===== config.mk =====
export PLATFORM = sky130hd
export DESIGN_NAME = mem_arbiter
export DESIGN_NICKNAME = d
export VERILOG_FILES = /design/src/rtl/mem_arbiter.sv
export SDC_FILE = /design/constraint.sdc
export NUM_CORES = 1
export LEC_CHECK = 0
export ABC_AREA = 1
export CORE_MARGIN = 10
export CORE_UTILIZATION = 39
export DETAILED_ROUTE_END_ITERATION = 8
export PLACE_DENSITY = 0.87
export SYNTH_ARGS = -nofsm -noshare
export SYNTH_HDL_FRONTEND = slang
export SYNTH_SLANG_ARGS = --single-unit

===== constraint.sdc =====
create_clock -name clk -period 3.8 [get_ports clk]
set_clock_uncertainty 0.15 [all_clocks]
set_input_delay 0.95 -clock clk [delete_from_list [all_inputs] [get_ports clk]]
set_output_delay 0.95 -clock clk [all_outputs]
set_load 0.03 [all_outputs]

===== src/rtl/mem_arbiter.sv =====
// rtl/mem_arbiter.sv - single-port bus arbiter between instruction fetch and data access
// Data wins by default; a saturating starvation count forces fetch, and a watchdog bounds WAIT.
module mem_arbiter #(
  parameter int STARVE_LIMIT = 4,
  parameter int TIMEOUT      = 64,
  parameter int TO_W         = 8
) (
  input  logic        clk,
  input  logic        rst,
  input  logic        if_req,
  input  logic [31:0] if_addr,
  output logic [31:0] if_rdata,
  output logic        if_valid,
  output logic        if_stall,
  input  logic        d_req,
  input  logic        d_we,
  input  logic [31:0] d_addr,
  input  logic [31:0] d_wdata,
  input  logic [1:0]  d_mask,
  output logic [31:0] d_rdata,
  output logic        d_valid,
  output logic        d_stall,
  output logic        d_err,
  output logic        bus_req,
  output logic        bus_we,
  output logic [31:0] bus_addr,
  output logic [31:0] bus_wdata,
  output logic [1:0]  bus_mask,
  input  logic        bus_ready,
  input  logic        bus_rvalid,
  input  logic [31:0] bus_rdata
);

  localparam int SW = (STARVE_LIMIT > 0) ? $clog2(STARVE_LIMIT + 1) : 1;
  localparam logic [SW-1:0]   STARVE_MAX = SW'(STARVE_LIMIT);
  localparam logic [TO_W-1:0] TO_LAST    = TO_W'((TIMEOUT > 0) ? TIMEOUT - 1 : 0);

  typedef enum logic [1:0] {IDLE, ISSUE, WAIT} state_t;
  typedef enum logic [1:0] {OWN_NONE, OWN_IF, OWN_D} owner_t;

  state_t          state, state_nx;
  owner_t          owner;
  logic [SW-1:0]   starve;
  logic [TO_W-1:0] wdog;
  logic            grant_if, grant_d, done, timed_out;

  always_comb begin
    state_nx  = state;
    grant_if  = 1'b0;
    grant_d   = 1'b0;
    done      = 1'b0;
    timed_out = 1'b0;
    case (state)
      IDLE: begin
        // STARVE_LIMIT of 0 means fetch is never forced ahead of data.
        if (d_req && if_req && (STARVE_LIMIT != 0) && (starve == STARVE_MAX))
          grant_if = 1'b1;
        else if (d_req)
          grant_d = 1'b1;
        else if (if_req)
          grant_if = 1'b1;
        if (grant_if || grant_d)
          state_nx = ISSUE;
      end
      ISSUE: begin
        if (bus_ready) begin
          if (bus_we) begin
            done     = 1'b1;
            state_nx = IDLE;
          end else begin
            state_nx = WAIT;
          end
        end
      end
      WAIT: begin
        if (bus_rvalid) begin
          done     = 1'b1;
          state_nx = IDLE;
        end else if ((TIMEOUT != 0) && (wdog == TO_LAST)) begin
          done      = 1'b1;
          timed_out = 1'b1;
          state_nx  = IDLE;
        end
      end
      default: state_nx = IDLE;
    endcase
  end

  // Completions are gated by rst so an aborted transaction never pulses.
  assign if_valid = done && (owner == OWN_IF) && !rst;
  assign d_valid  = done && (owner == OWN_D) && !rst;
  assign d_err    = d_valid && timed_out;
  assign if_rdata = (if_valid && !timed_out) ? bus_rdata : 32'h0;
  assign d_rdata  = (d_valid && !timed_out) ? bus_rdata : 32'h0;
  assign if_stall = if_req & ~if_valid;
  assign d_stall  = d_req & ~d_valid;
  assign bus_req  = (state == ISSUE) && !rst;

  always_ff @(posedge clk) begin
    if (rst) begin
      state     <= IDLE;
      owner     <= OWN_NONE;
      starve    <= '0;
      wdog      <= '0;
      bus_we    <= 1'b0;
      bus_addr  <= 32'h0;
      bus_wdata <= 32'h0;
      bus_mask  <= 2'b00;
    end else begin
      state <= state_nx;
      if (grant_d) begin
        owner     <= OWN_D;
        bus_we    <= d_we;
        bus_addr  <= d_addr;
        bus_wdata <= d_wdata;
        bus_mask  <= d_mask;
        starve    <= if_req ? ((starve == STARVE_MAX) ? starve : starve + 1'b1) : '0;
      end else if (grant_if) begin
        owner     <= OWN_IF;
        bus_we    <= 1'b0;
        bus_addr  <= if_addr;
        bus_wdata <= 32'h0;
        bus_mask  <= 2'b10;
        starve    <= '0;
      end else if (done) begin
        owner <= OWN_NONE;
      end
      if (state == ISSUE && bus_ready)
        wdog <= '0;
      else if (state == WAIT)
        wdog <= wdog + 1'b1;
    end
  end

endmodule

== After elaboration in Yosys (flattened, before gate mapping) ==
Cells that the tools add are included.
W data, S select, Z words.
Storage, ports and cells
  register bits after elaboration: 82
  input bits: 137
  output and inout bits: 137
  logic and storage cells: 86
Operators by class
  $add $sub $neg: 2
  equality and inequality tests: 10
  multiplexer cells: 39
  bitwise gates (word level): 4
  reduce and logical (&&, ||, !) cells: 22
Operator list (number)
  $mux W32: 6
  $mux W2: 10
  $mux W1: 17
  $mux W3: 4
  $logic_and A1 B1 Y1: 11
  $add A8 B1 Y8 const B: 1
  $eq A8 B6 Y1 const B: 1
  $ne A3 B3 Y1 const B: 2
  $pmux W2 S3: 1
  $eq A2 B1 Y1 const B: 2
  $eq A2 B2 Y1 const B: 2
  $ne A2 B2 Y1 const B: 2
  $reduce_bool A2 Y1: 2
  $reduce_or A2 Y1: 2
  $add A3 B1 Y3 const B: 1
  $eq A3 B3 Y1 const B: 1
  $reduce_and A3 Y1: 1
  $reduce_bool A3 Y1: 1
  $and A1 B1 Y1: 2
  $logic_not A1 Y1: 2
  $logic_not A2 Y1: 1
  $not A1 Y1: 2
  $pmux W1 S2: 1
  $reduce_and A2 Y1: 1
  $logic_or A1 B1 Y1: 1

== Depth between registers and ports, before layout ==
  depth in word-level cells: 8
  mapped depth: 12
  mapped depth without buffers: 12

== Worst setup path before layout ==
No wires, ideal clock.
  path kind: input-to-output
  start: input rst
  end: output if_rdata[10]
  arrival time: 2.045 ns
  required time: 2.700 ns
  slack: 0.655 ns
  stages: 5
  buffers on the path: 2
  path through: clkbuf_1 -> nor2_1 -> nand4_4 -> buf_6 -> nor2_1
On the way
  word-level cells in the longest chain between the ends: 4
Ends and longest elaborated chain
  start, declared: line 9  | input logic rst,
  $logic_not A1 Y1: line 90  | assign if_valid = done && (owner == OWN_IF) && !rst;
  $logic_and A1 B1 Y1: line 90
  $logic_and A1 B1 Y1: line 93  | assign if_rdata = (if_valid && !timed_out) ? bus_rdata : 32'h0;
  $mux W32: line 93
  end, declared: line 12  | output logic [31:0] if_rdata,
Every way passes these cells.

== Worst setup path in the final report ==
  start: input bus_ready
  end: output if_rdata[21]
On the way
  word-level cells in the longest chain between the ends: 6
Ends and longest elaborated chain
  start, declared: line 29  | input logic bus_ready,
  $mux W1: line 66  | if (bus_ready) begin
  $pmux W1 S2: line 53  | case (state)
  $logic_and A1 B1 Y1 (2 in series): line 90
  $logic_and A1 B1 Y1: line 93
  $mux W32: line 93
Every way passes these cells.

==> results.toml <==
[power]
leakagePower_nw = 3.27
ir_drop_mv = 0.251
p_total_mw = 2.51
p_per_area_nw_per_um2 = 363

[clock_tree]
cts_max_level = 3
hold_buffers = 0
cts_setup_buffers = 0
clock_latency_ps = 350
cts_resized = 0
cts_root_buffer = "clkbuf_8"
clockBufferDepth = 2
cts_buffers = 9
cts_tree = "yes"
clkSlewWorstSetupHoldPaths_ps = 70
cts_sinks = 82

[sta]
finalSetupViolCount = 0
final.setup.worst_slack_ps = 279
worst_pin_slew_ps = 453
rsz0062_at_grt = "no"
relSlewSlack_pct = 69.8
hold_violations = 0
fin_tns_setup_ps = 0
period_minus_slack_ps = 3520
final_max_slew_viol_count = 0
finalCritPeriodShare_pct = 92.6
fmax_mhz = 284

[worst_hold_path]
hp-class = "reg -> reg"

[logic_synthesis]
synth_cells = 599
synth_top_area_share_pct = 40.1
ys.warnings.count = 0
syn_nets = 742
synth_edf_count = 0
ys_seq_area_share_pct = 40.1
synth.distinct_cells = 31
syn_area_sq_um = 4090
synth_area_leader_cell = "dfxtp_1"
yosys-top-cells-area = "dfxtp_1, nand2_1, inv_1"
avgSynthCellArea_sq_um = 6.83
async_flop_share_pct = 0
synth-main-ff-cell = "dfxtp_1"
ys_seq_elements = 82

[global_route]
grt_pass1_vias = 4451
grt_use_met1_pct = 18.9
grt_use_met3_pct = 7.99
grt_use_met2_pct = 33.4
busiest_layer = "met2"
grt_max_degree = 45
grt_pass1_wl_mm = 22.6
grtUsageTotal_pct = 18.8
overflow = 0
antenna_found_initial = 0

[routing]
routed_wl_mm = 15.0
drc_errors = 0
dr.pass1.iters = 5
vias_per_cell = 4.58
num_vias = 4570
drtIter0Drc = 195
wl_per_cell_microns = 15.1
ant_nets = 0

[critical_path]
crit_type = "in -> out"
crit_path_start_kind = "input port"
cp_data_required_time_ps = 2700
critical_path_arrival_ps = 2420
end_kind = "output pin"
crit_fanout = 24

[place]
dp_slack_ps = 262
placed_area_sq_um = 6750
portBuffers = 273
dp.final_hpwl_mm = 12.1
dp.cells = 982
globalplace.congestion = 0.896

[layout]
diodes = 0
drive_gt1_share_pct = 12.8
nNetsFinal = 1000
layout.cells.non_filler = 997
syn_to_final_growth_pct = 69.1
stdcell_area_sq_um = 6920

[floorplan]
coreArea_sq_um = 10300
design.die.area_sq_um = 15000
fp.dieW_microns = 122
start_util_pct = 39.8
die_y_microns = 122
boundaryPins = 274
rows = 37

[run_status]
outcome = "finished clean"

[run]
drv_cap = 0
-- registers in the layout (all words and copies together) (netlist names) --
name	cells
bus_wdata	32
starve	3
bus_mask	2
owner	2
wdog	8
state	2
bus_we	1
bus_addr	32
-- power by group --
group	total, mW	internal [mW]	leakage (nW)	switching, mW
Combinational	0.940	0.413	2.50	0.528
Clock	0.560	0.267	0.0920	0.293
Sequential	1.01	0.958	0.675	0.0525
-- per-stage QoR --
step / hold slack (ps) / utilization, %
floorplan: 289 / -
CTS: 317 / 67.3
detailed placement: 305 / 65.7
global placement: 299 / 65.7
finish: 314 / 67.3
global route: 336 / 67.3
-- Yosys cell counts (2+ instances only) --
cell	count
a21oi_1	50
buf_1	2
buf_2	11
buf_4	2
buf_6	10
clkbuf_1	10
clkinv_1	2
dfxtp_1	82
ha_1	6
inv_1	87
inv_2	3
nand2_1	165
nand2_2	2
nand2_4	2
nand3_1	37
nand4_1	2
nand4_4	2
nor2_1	75
nor3_1	2
o211ai_1	32
o21ai_0	4
or2_2	2
-- area by class of cell --
type / instances / area, sq um
clock buffer: 12 / 155
clock inverter: 3 / 15.0
fill: 877 / 3360
inverter: 92 / 345
multi-input combinational: 389 / 1870
sequential: 82 / 1640
tap: 136 / 170
timing repair buffer: 283 / 2720
-- per-layer routing --
layer / wire length (microns) / vias up
li1: - / 2377
met1: 5500 / 1967
met2: 7440 / 199
met3: 1690 / 27
met4: 404 / 0
met5: 0 / -
-- cells by family after synthesis --
kind of cell	after synthesis	synth area share, %
AND/OR/NAND/NOR	292	30.2
buffers and inverters	128	14.1
adder cells (fa/ha/maj)	6	1.84
AO/OA/AOI/OAI	91	13.7
flip-flops	82	40.1
-- cells in the final DEF, fill, tap and decap left out, drive strengths merged, types with 2 or more instances in the layout --
cell	netlist	final
a21oi	50	50
buf	25	80
clkbuf	11	12
clkdlybuf4s50	0	203
clkinv	2	5
dfxtp	82	82
ha	6	6
inv	90	90
nand2	169	169
nand3	38	38
nand4	4	4
nor2	76	76
nor3	3	3
o211ai	32	32
o21ai	6	6
or2	2	2
-- critical path, cell delays in order --
cell	delay, ps
clkdlybuf4s50_1	470
nand2_1	70
inv_1	80
nand2_1	80
nand2_4	110
nand4_4	150
buf_12	210
nor2_1	110
buf_4	180
-- worst paths after layout --
| kind | slack (ps) | start | endpoint | cells past startpoint |
|---|---|---|---|---|
| setup reg to reg | 1820 | state[0] | bus_addr[20] | 10 |
| hold / removal | 310 | bus_wdata[21] | bus_wdata[21] | 2 |
| hold reg to reg | 310 | bus_wdata[21] | bus_wdata[21] | 2 |
| setup / recovery | 280 | bus_ready | if_rdata[21] | 9 |
No activity file was read; power rests on OpenSTA's default activity.
